<file path="src/rtl/seven_seg_pkg.sv">
// Shared types, segment encodings and parameter checks for the seven-segment counter.
package seven_seg_pkg;

    localparam int unsigned SEG_W      = 7;
    localparam int unsigned BCD_W      = 4;
    localparam int unsigned MODE_W     = 2;
    localparam int unsigned MIN_DIGITS = 1;
    localparam int unsigned MAX_DIGITS = 8;

    typedef enum logic [MODE_W-1:0] {
        MODE_UP    = 2'b00,
        MODE_DOWN  = 2'b01,
        MODE_HOLD  = 2'b10,
        MODE_CLEAR = 2'b11
    } mode_e;

    // Segment order is {g,f,e,d,c,b,a}, active high
    localparam logic [SEG_W-1:0] SEG_0     = 7'h3F;
    localparam logic [SEG_W-1:0] SEG_1     = 7'h06;
    localparam logic [SEG_W-1:0] SEG_2     = 7'h5B;
    localparam logic [SEG_W-1:0] SEG_3     = 7'h4F;
    localparam logic [SEG_W-1:0] SEG_4     = 7'h66;
    localparam logic [SEG_W-1:0] SEG_5     = 7'h6D;
    localparam logic [SEG_W-1:0] SEG_6     = 7'h7D;
    localparam logic [SEG_W-1:0] SEG_7     = 7'h07;
    localparam logic [SEG_W-1:0] SEG_8     = 7'h7F;
    localparam logic [SEG_W-1:0] SEG_9     = 7'h6F;
    localparam logic [SEG_W-1:0] SEG_BLANK = 7'h00;

    // Decode one BCD digit; anything outside 0-9 blanks the display
    function automatic logic [SEG_W-1:0] bcd_to_seg(input logic [BCD_W-1:0] bcd);
        logic [SEG_W-1:0] seg;
        case (bcd)
            4'd0:    seg = SEG_0;
            4'd1:    seg = SEG_1;
            4'd2:    seg = SEG_2;
            4'd3:    seg = SEG_3;
            4'd4:    seg = SEG_4;
            4'd5:    seg = SEG_5;
            4'd6:    seg = SEG_6;
            4'd7:    seg = SEG_7;
            4'd8:    seg = SEG_8;
            4'd9:    seg = SEG_9;
            default: seg = SEG_BLANK;
        endcase
        return seg;
    endfunction

    // Digit count must fit the one-hot select and the scan index
    function automatic bit num_digits_legal(input int unsigned n);
        return (n >= MIN_DIGITS) && (n <= MAX_DIGITS);
    endfunction

endpackage

</file>
<file path="src/rtl/bcd_digit.sv">
// One BCD decade with enable, up/down, synchronous clear and ripple carry/borrow.
module bcd_digit
    import seven_seg_pkg::*;
(
    input  logic             clk,
    input  logic             rst_n,
    input  logic             en,
    input  logic             down,
    input  logic             clear,
    input  logic             cin,
    output logic [BCD_W-1:0] digit,
    output logic             cout_c
);

    logic             step_c;
    logic             at_limit_c;
    logic [BCD_W-1:0] digit_next_c;

    // A decade steps only when the tick is live and every lower decade is at its limit
    assign step_c     = en & cin;
    assign at_limit_c = down ? (digit == BCD_W'(0)) : (digit == BCD_W'(9));
    assign cout_c     = step_c & at_limit_c;

    // Next digit value: clear dominates, then wrap-around step
    always_comb begin
        digit_next_c = digit;
        if (clear) begin
            digit_next_c = '0;
        end else if (step_c) begin
            if (down) begin
                digit_next_c = at_limit_c ? BCD_W'(9) : digit - BCD_W'(1);
            end else begin
                digit_next_c = at_limit_c ? BCD_W'(0) : digit + BCD_W'(1);
            end
        end
    end

    // Digit register
    always_ff @(posedge clk or negedge rst_n) begin
        if (!rst_n) begin
            digit <= '0;
        end else begin
            digit <= digit_next_c;
        end
    end

endmodule

</file>
<file path="src/rtl/seven_segment_counter_mux.sv">
// Multi-digit BCD counter with programmable prescaler and multiplexed 7-segment output.
module seven_segment_counter_mux
    import seven_seg_pkg::*;
#(
    parameter int unsigned NUM_DIGITS      = 4,
    parameter int unsigned COMPARE_W       = 24,
    parameter int unsigned DEFAULT_COMPARE = 16_000_000,
    parameter int unsigned SCAN_DIV_W      = 10
) (
    input  logic                  clk,
    input  logic                  reset_n,
    input  logic [COMPARE_W-1:0]  compare_in,
    input  logic                  update_compare,
    input  logic [MODE_W-1:0]     mode_in,
    input  logic                  update_mode,
    output logic [SEG_W-1:0]      led_out,
    output logic [NUM_DIGITS-1:0] digit_en,
    output logic                  wrap
);

    localparam int unsigned IDX_W = (NUM_DIGITS > 1) ? $clog2(NUM_DIGITS) : 1;

    // Reject digit counts the one-hot select cannot represent
    generate
        if (!num_digits_legal(NUM_DIGITS)) begin : g_bad_num_digits
            $error("seven_segment_counter_mux: NUM_DIGITS must be within 1..8");
        end
    endgenerate

    logic [COMPARE_W-1:0]              compare_q;
    logic [COMPARE_W-1:0]              presc_q;
    mode_e                             mode_q;
    logic [SCAN_DIV_W-1:0]             scan_q;
    logic [IDX_W-1:0]                  idx_q;
    logic [NUM_DIGITS-1:0][BCD_W-1:0]  digit_q;
    logic [NUM_DIGITS:0]               carry_c;

    logic [COMPARE_W-1:0]              cmp_eff_c;
    logic [COMPARE_W-1:0]              presc_last_c;
    logic                              tick_c;
    logic                              count_en_c;
    logic                              count_down_c;
    logic                              count_clear_c;
    logic                              scan_step_c;
    logic [IDX_W-1:0]                  idx_next_c;
    logic [BCD_W-1:0]                  sel_digit_c;

    // Prescaler terminal value; a zero compare behaves as one so every cycle ticks
    assign cmp_eff_c    = (compare_q == '0) ? COMPARE_W'(1) : compare_q;
    assign presc_last_c = cmp_eff_c - COMPARE_W'(1);

    // A compare load restarts the period, so it swallows a tick that was due
    assign tick_c = (presc_q == presc_last_c) && !update_compare;

    // Count controls come from the mode held before the edge
    assign count_en_c    = tick_c && ((mode_q == MODE_UP) || (mode_q == MODE_DOWN));
    assign count_down_c  = (mode_q == MODE_DOWN);
    assign count_clear_c = (mode_q == MODE_CLEAR);

    // Prescaler, compare and mode registers
    always_ff @(posedge clk or negedge reset_n) begin
        if (!reset_n) begin
            compare_q <= COMPARE_W'(DEFAULT_COMPARE);
            presc_q   <= '0;
            mode_q    <= MODE_UP;
        end else begin
            if (update_compare) begin
                compare_q <= compare_in;
                presc_q   <= '0;
            end else if (presc_q >= presc_last_c) begin
                presc_q   <= '0;
            end else begin
                presc_q   <= presc_q + COMPARE_W'(1);
            end
            if (update_mode) begin
                mode_q <= mode_e'(mode_in);
            end
        end
    end

    // BCD decade chain, least significant decade first
    assign carry_c[0] = 1'b1;

    generate
        for (genvar g = 0; g < NUM_DIGITS; g++) begin : g_digit
            bcd_digit u_digit (
                .clk    (clk),
                .rst_n  (reset_n),
                .en     (count_en_c),
                .down   (count_down_c),
                .clear  (count_clear_c),
                .cin    (carry_c[g]),
                .digit  (digit_q[g]),
                .cout_c (carry_c[g+1])
            );
        end
    endgenerate

    // Scan index advance on the all-ones state of the free-running divider
    assign scan_step_c = &scan_q;

    always_comb begin
        idx_next_c = idx_q;
        if (scan_step_c) begin
            if (idx_q == IDX_W'(NUM_DIGITS - 1)) begin
                idx_next_c = '0;
            end else begin
                idx_next_c = idx_q + IDX_W'(1);
            end
        end
    end

    // Scan divider and digit index registers
    always_ff @(posedge clk or negedge reset_n) begin
        if (!reset_n) begin
            scan_q <= '0;
            idx_q  <= '0;
        end else begin
            scan_q <= scan_q + SCAN_DIV_W'(1);
            idx_q  <= idx_next_c;
        end
    end

    // Select the digit under the current scan index
    always_comb begin
        sel_digit_c = '0;
        for (int i = 0; i < NUM_DIGITS; i++) begin
            if (idx_q == IDX_W'(i)) begin
                sel_digit_c = digit_q[i];
            end
        end
    end

    // Output registers: select and segments sample the same index, so they stay in step
    always_ff @(posedge clk or negedge reset_n) begin
        if (!reset_n) begin
            led_out  <= SEG_0;
            digit_en <= NUM_DIGITS'(1);
            wrap     <= 1'b0;
        end else begin
            led_out  <= bcd_to_seg(sel_digit_c);
            digit_en <= NUM_DIGITS'(1) << idx_q;
            wrap     <= carry_c[NUM_DIGITS];
        end
    end

endmodule

</file>
<file path="config.mk">
export PLATFORM = sky130hd
export DESIGN_NAME = seven_segment_counter_mux
export DESIGN_NICKNAME = d
export VERILOG_FILES = /design/src/rtl/seven_seg_pkg.sv /design/src/rtl/bcd_digit.sv /design/src/rtl/seven_segment_counter_mux.sv
export SDC_FILE = /design/constraint.sdc
export NUM_CORES = 1
export LEC_CHECK = 0
export BUFFER_PORTS_ARGS = -buffer_cell sky130_fd_sc_hd__buf_2
export CORE_ASPECT_RATIO = 1.2
export CORE_UTILIZATION = 30
export DETAILED_ROUTE_END_ITERATION = 6
export MAX_ROUTING_LAYER = met4
export PLACE_DENSITY = 0.45
export SYNTH_ARGS = -nofsm -noshare
export SYNTH_HDL_FRONTEND = slang
export SYNTH_SLANG_ARGS = --single-unit
</file>
<file path="constraint.sdc">
create_clock -name clk -period 5.6 [get_ports clk]
set_clock_uncertainty 0.15 [all_clocks]
set_input_delay 0.84 -clock clk [delete_from_list [all_inputs] [get_ports clk]]
set_output_delay 0.84 -clock clk [all_outputs]
set_load 0.02 [all_outputs]
</file>
# Word level (Yosys, flattened, before mapping)
# Memory sizes are Yosys's and may differ from the RTL's. A register that Yosys moved wholly into a read port is not among the register bits.
# Cells that the tools add are included.
[totals] memories=1 inputBits=30 output_inout_bits=12 regBits=83 word_cells=92 rom_bits=112
[classes] magnitude_cmp=1 shifts=1 reduce_logical=17 n_eq_ne=10 n_mux=32 n_addsub=12 bitwise_logic=7
[memory_table] memory="(name not given)" depth=16 word_bits=7 rd=1 rd_ports_with_merged_regs=1 write_ports=0 line_no="seven_seg_pkg.sv:33" source="case (bcd)"
[op_table] cell="$mux W4" count=24
[op_table] cell="$mux W24" count=3
[op_table] cell="$add A24 B1 Y24 const B" count=1
[op_table] cell="$eq A24 B24 Y1" count=1
[op_table] cell="$ge A24 B24 Y1" count=1
[op_table] cell="$logic_not A24 Y1" count=1
[op_table] cell="$sub A24 B1 Y24 const B" count=1
[op_table] cell="$add A4 B1 Y4 const B" count=4
[op_table] cell="$eq A4 B4 Y1 const B" count=4
[op_table] cell="$logic_not A4 Y1" count=4
[op_table] cell="$sub A4 B1 Y4 const B" count=4
[op_table] cell="$add A10 B1 Y10 const B" count=1
[op_table] cell="$reduce_and A10 Y1" count=1
[op_table] cell="$reduce_bool A2 Y1" count=4
[op_table] cell="$and A1 B1 Y1" count=7
[op_table] cell="$eq A2 B2 Y1 const B" count=3
[op_table] cell="$eq A2 B1 Y1 const B" count=2
[op_table] cell="$logic_not A2 Y1" count=2
[op_table] cell="$mux W1" count=4
[op_table] cell="$shl A1 B2 Y4 const A" count=1
[op_table] cell="$add A2 B1 Y2 const B" count=1
[op_table] cell="$logic_and A1 B1 Y1" count=2
[op_table] cell="$logic_not A1 Y1" count=2
[op_table] cell="$mux W2" count=1
[op_table] cell="$logic_or A1 B1 Y1" count=1

# Logic depth before layout (Yosys ltp)
[logic_depth] depth_word=14 depth_mapped=20 mapped_depth_nobuf=18

# Modules after synthesis
# Synthesis repeated with hierarchy kept, for this count alone.
[unflattened] cells_unflattened=582 area_unflattened_um2=5800.6
[modules_own_cells] mod="seven_segment_counter_mux" area_each_um2=4354.2 cells_each=418 instances=1 seq_area_each_um2=1869.3
[modules_own_cells] mod="bcd_digit" area_each_um2=361.6 cells_each=41 instances=4 seq_area_each_um2=100.1

# Least setup slack after synthesis
# Ideal clock, no wire load.
[synth_path] kind="flip-flop to flip-flop" start="register compare_q[15]" end="register g_digit[3].u_digit.digit[0]" path_slack_ns=1.119 stages_incl_launch_ff=19 period_less_slack_ns=4.481 setup_time_ns=0.066 arrival_time_ns=4.265 n_path_buf=0 t_required_ns=5.384 cell_sequence="dfrtp_1 or4_4 nor4_2 nand3_1 nor2_1 a31oi_1 ha_1 nor3b_1 nand2_1 nor3b_2 and2b_2 xnor2_1 ha_1 nand4_2 nor4_4 and3_4 nand4_4 or4_1 nand2_1"
[synth_via] elab_chain_cells=13
[synth_rtl] element="from (decl)" line_no="seven_segment_counter_mux.sv:30" source="logic [COMPARE_W-1:0] compare_q;"
[synth_rtl] element="from (signal assigned)" line_no="seven_segment_counter_mux.sv:63" source="compare_q <= COMPARE_W'(DEFAULT_COMPARE);"
[synth_rtl] element="from (signal assigned)" line_no="seven_segment_counter_mux.sv:68" source="compare_q <= compare_in;"
[synth_rtl] element="$logic_not A24 Y1" line_no="seven_segment_counter_mux.sv:49" source="assign cmp_eff_c = (compare_q == '0) ? COMPARE_W'(1) : compare_q;"
[synth_rtl] element="$mux W24 (*)" line_no="seven_segment_counter_mux.sv:49"
[synth_rtl] element="$sub A24 B1 Y24 (*)" line_no="seven_segment_counter_mux.sv:50" source="assign presc_last_c = cmp_eff_c - COMPARE_W'(1);"
[synth_rtl] element="$eq A24 B24 Y1 (*)" line_no="seven_segment_counter_mux.sv:53" source="assign tick_c = (presc_q == presc_last_c) && !update_compare;"
[synth_rtl] element="$logic_and A1 B1 Y1 (*)" line_no="seven_segment_counter_mux.sv:53"
[synth_rtl] element="$logic_and A1 B1 Y1 (*)" line_no="seven_segment_counter_mux.sv:56" source="assign count_en_c = tick_c && ((mode_q == MODE_UP) || (mode_q == MODE_DOWN));"
[synth_rtl] element="$and A1 B1 Y1" line_no="bcd_digit.sv:22" source="assign cout_c = step_c & at_limit_c;"
[synth_rtl] element="$and A1 B1 Y1" line_no="bcd_digit.sv:20" source="assign step_c = en & cin;"
[synth_rtl] element="$and A1 B1 Y1" line_no="bcd_digit.sv:22"
[synth_rtl] element="$and A1 B1 Y1" line_no="bcd_digit.sv:20"
[synth_rtl] element="$and A1 B1 Y1" line_no="bcd_digit.sv:22"
[synth_rtl] element="$and A1 B1 Y1 (*)" line_no="bcd_digit.sv:20"
[synth_rtl] element="$reduce_bool A2 Y1 (no line) (*)"
[synth_rtl] element="to (signal assigned)" line_no="bcd_digit.sv:43" source="digit <= digit_next_c;"
[synth_rtl] element="to (decl)" line_no="bcd_digit.sv:11" source="output logic [BCD_W-1:0] digit,"
# Mark *: on every way between the ends. The rest lies on a longest branch, timed or not.
# A chain may end at the register's enable or synchronous reset.

# Worst setup path after layout
# Same ends and word-level chain as after synthesis.

==> metrics.yaml <==
timing:
  hold_viol_final: 0
  fin_tns_setup_ns: 0
  final.period_utilization: 0.889
  drv_slew: 0
  tightest_slew_ns: 0.722
  grt_setup_unrepaired: "false"
  fmax_mhz: 201
  relSlewSlack: 0.514
  fin_hold_ws_ns: 0.315
  finalSetupViolCount: 0
  period_minus_slack_ns: 4.98
  final.setup.worst_slack_ns: 0.624
yosys:
  syn_area_per_cell_um2: 9.70
  synth_common_cells: "76 x dfrtp_1, 61 x nor2_1, 49 x ha_1, 48 x nand2_1, 29 x o21ai_0"
  synthTopCellsByArea: "dfrtp_1 34%, ha_1 11%, dfstp_2 6.6%"
  syn_area_um2: 5590
  syn_inst: 576
  ys_types: 66
  synth-seq-cells: 90
  yosysTopAreaCell: "dfrtp_1"
  syn_nets: 655
  synth-edff-count: 0
  yosysSeqAreaShare: 0.406
  synthDominantCellAreaShare: 0.341
  yosys_warnings: 0
  yosysMostFrequentCell: "dfrtp_1"
  ys.flop_type: "dfrtp_1"
  async_flop_share: 1.00
clocking:
  cts_sinks: 90
  clockRootBuffer: "clkbuf_16"
  cts_resized: 0
  cts_buffers: 9
  clock_path_buffers: 2
  cts_hold_buf: 0
  clk_pin_slew_ns: 0.07
  clkLatencyLatePin_ns: 0.35
  cts_tree: "yes"
  cts_setup_buffers: 0
  h-tree-depth: 3
critical_path:
  worstSetupPathType: "reg -> reg"
  r2r-start: "compare_q[15]"
  worstRegToRegCells: 18
  crit_path_max_fanout: 9
  r2r-end: "g_digit[3].u_digit.digit[0]"
  worstSetupStartpointType: "flop"
  end_kind: "flop"
  arrival_ns: 5.11
  rrSetupSlack_ns: 0.62
  worstPathRequired_ns: 5.73
pwr:
  power_density_nw_per_um2: 258
  p_total_mw: 1.65
  ir_drop_mv: 0.123
  p_leak_nw: 2.79
global_route:
  grt_pass1_vias: 4571
  grt.overflow.total: 0
  grt_max_degree: 49
  grt_pass1_wl_um: 22800
  antenna_found_initial: 0
  grt.total_usage: 0.157
floorplanning:
  die_h_um: 151
  core_area_um2: 18200
  ios: 42
  die_w_um: 127
  fp-row-count: 54
  start_util: 0.307
  die_area_um2: 19200
min_path:
  min_from: "scan_q[8]"
  min_to: "scan_q[8]"
  holdPathStages: 1
  hp-class: "reg -> reg"
routing:
  antenna_left: 0
  vias_per_cell: 5.07
  drcViolationCount: 0
  firstDrtPassIters: 4
  wl_per_cell_um: 15.9
  drt-total-wl_um: 13500
  vias: 4293
  drt_iter0_drc: 258
layout:
  area_growth_syn_to_layout_pct: 14.2
  layout.nets: 696
  diodes: 0
  final_core_util: 0.351
  layout-drive-gt1-share: 0.186
placed_design:
  port_buffers: 41
  dp_hpwl_um: 9860
  gp_congestion: 0.835
  dp_slack_ns: 0.622
job:
  cap_viol_max_count: 0
outcome:
  status: "finished, final reports clean"
-- critical path: stages, from the launching register on --
cell and delay (ns):
dfrtp_1 0.43, or4_4 0.57, nor4_2 0.31, nand3_1 0.15, nor2_1 0.20, a31oi_1 0.15, ha_1 0.26, nor3b_1 0.16
nand2_1 0.18, nor3b_2 0.10, and2b_2 0.21, xnor2_1 0.13, ha_1 0.29, nand4_2 0.13, nor4_4 0.40, and3_4 0.30
nand4_4 0.15, or4_1 0.56, nand2_1 0.08
-- placed cells by master (no fill, tap or decap), types with 4 or more instances in the layout --
| cell | n |
|---|---|
| nor3_1 | 14 |
| xnor2_1 | 25 |
| a21o_1 | 4 |
| and3_1 | 8 |
| a21oi_1 | 22 |
| buf_2 | 40 |
| nand2_1 | 48 |
| nand3_1 | 26 |
| a31oi_1 | 9 |
| dfrtp_1 | 76 |
| mux2i_1 | 4 |
| inv_1 | 25 |
| o21ai_0 | 29 |
| xor2_1 | 27 |
| clkbuf_16 | 9 |
| nor4_1 | 5 |
| dfstp_2 | 14 |
| a211oi_1 | 5 |
| mux2_2 | 23 |
| ha_1 | 49 |
| buf_4 | 6 |
| nor2b_1 | 7 |
| nor2_1 | 61 |
| nand4_1 | 10 |
-- kinds of logic (layout without fill, tap and decap cells) --
kind of cell | Yosys count | in the layout | share of synthesized area
xor gates and xnor gates | 52 | 52 | 0.0815
muxes | 27 | 27 | 0.0535
AOI/OAI and AO/OA | 101 | 101 | 0.118
adders and majority gates | 49 | 49 | 0.110
DFF | 90 | 90 | 0.406
buffers and inverters | 42 | 88 | 0.0284
and+or+nand+nor | 215 | 215 | 0.203
-- registers in the layout, summed over array words and instances (netlist names) --
name / count
presc_q: 24
mode_q: 2
g_digit.u_digit.digit: 16
digit_en: 4
scan_q: 10
wrap: 1
idx_q: 2
led_out: 7
compare_q: 24
-- layer usage --
| metal | global-route usage | routed length (µm) | vias to the layer above |
|---|---|---|---|
| li1 | - | - | 2135 |
| met1 | 0.182 | 6030 | 2086 |
| met2 | 0.275 | 6930 | 58 |
| met3 | 0.0242 | 292 | 14 |
| met4 | 0.0596 | 220 | 0 |
| met5 | - | 0 | - |
-- worst max-delay path by stage --
stage / from / endpoint / slack (ns)
finish: compare_q[15] / g_digit[3].u_digit.digit[0] / 0.62
global route: compare_q[15] / g_digit[3].u_digit.digit[0] / 0.23
CTS: compare_q[15] / g_digit[3].u_digit.digit[0] / 0.55
detailed placement: compare_q[15] / g_digit[3].u_digit.digit[0] / 0.62
global placement: compare_q[15] / g_digit[3].u_digit.digit[0] / 0.69
floorplan: compare_q[15] / g_digit[3].u_digit.digit[0] / 1.12
-- report_power, final --
part           total [mW]  switching, mW  internal, mW
combinational       0.253          0.140         0.113
clock               0.641          0.276         0.365
sequential          0.753         0.0622         0.691
total                1.65          0.479          1.17
-- through the flow --
| stage | std cells | cell area (µm²) |
|---|---|---|
| final | 846 | 6380 |
| after CTS | 846 | 6380 |
| after global routing | 846 | 6380 |
| after detailed placement | 830 | 6070 |
| after global placement | 830 | 6070 |
| after floorplan | 576 | 5590 |
-- final cells by class --
| cell class | instances | area (µm²) |
|---|---|---|
| clock buffer | 10 | 239 |
| sequential | 90 | 2270 |
| timing repair buffer | 47 | 265 |
| tap | 224 | 280 |
| clock inverter | 6 | 72.6 |
| fill | 1835 | 11800 |
| inverter | 25 | 93.8 |
| multi-input combinational | 444 | 3160 |
Power figures use the tool's default switching activity.
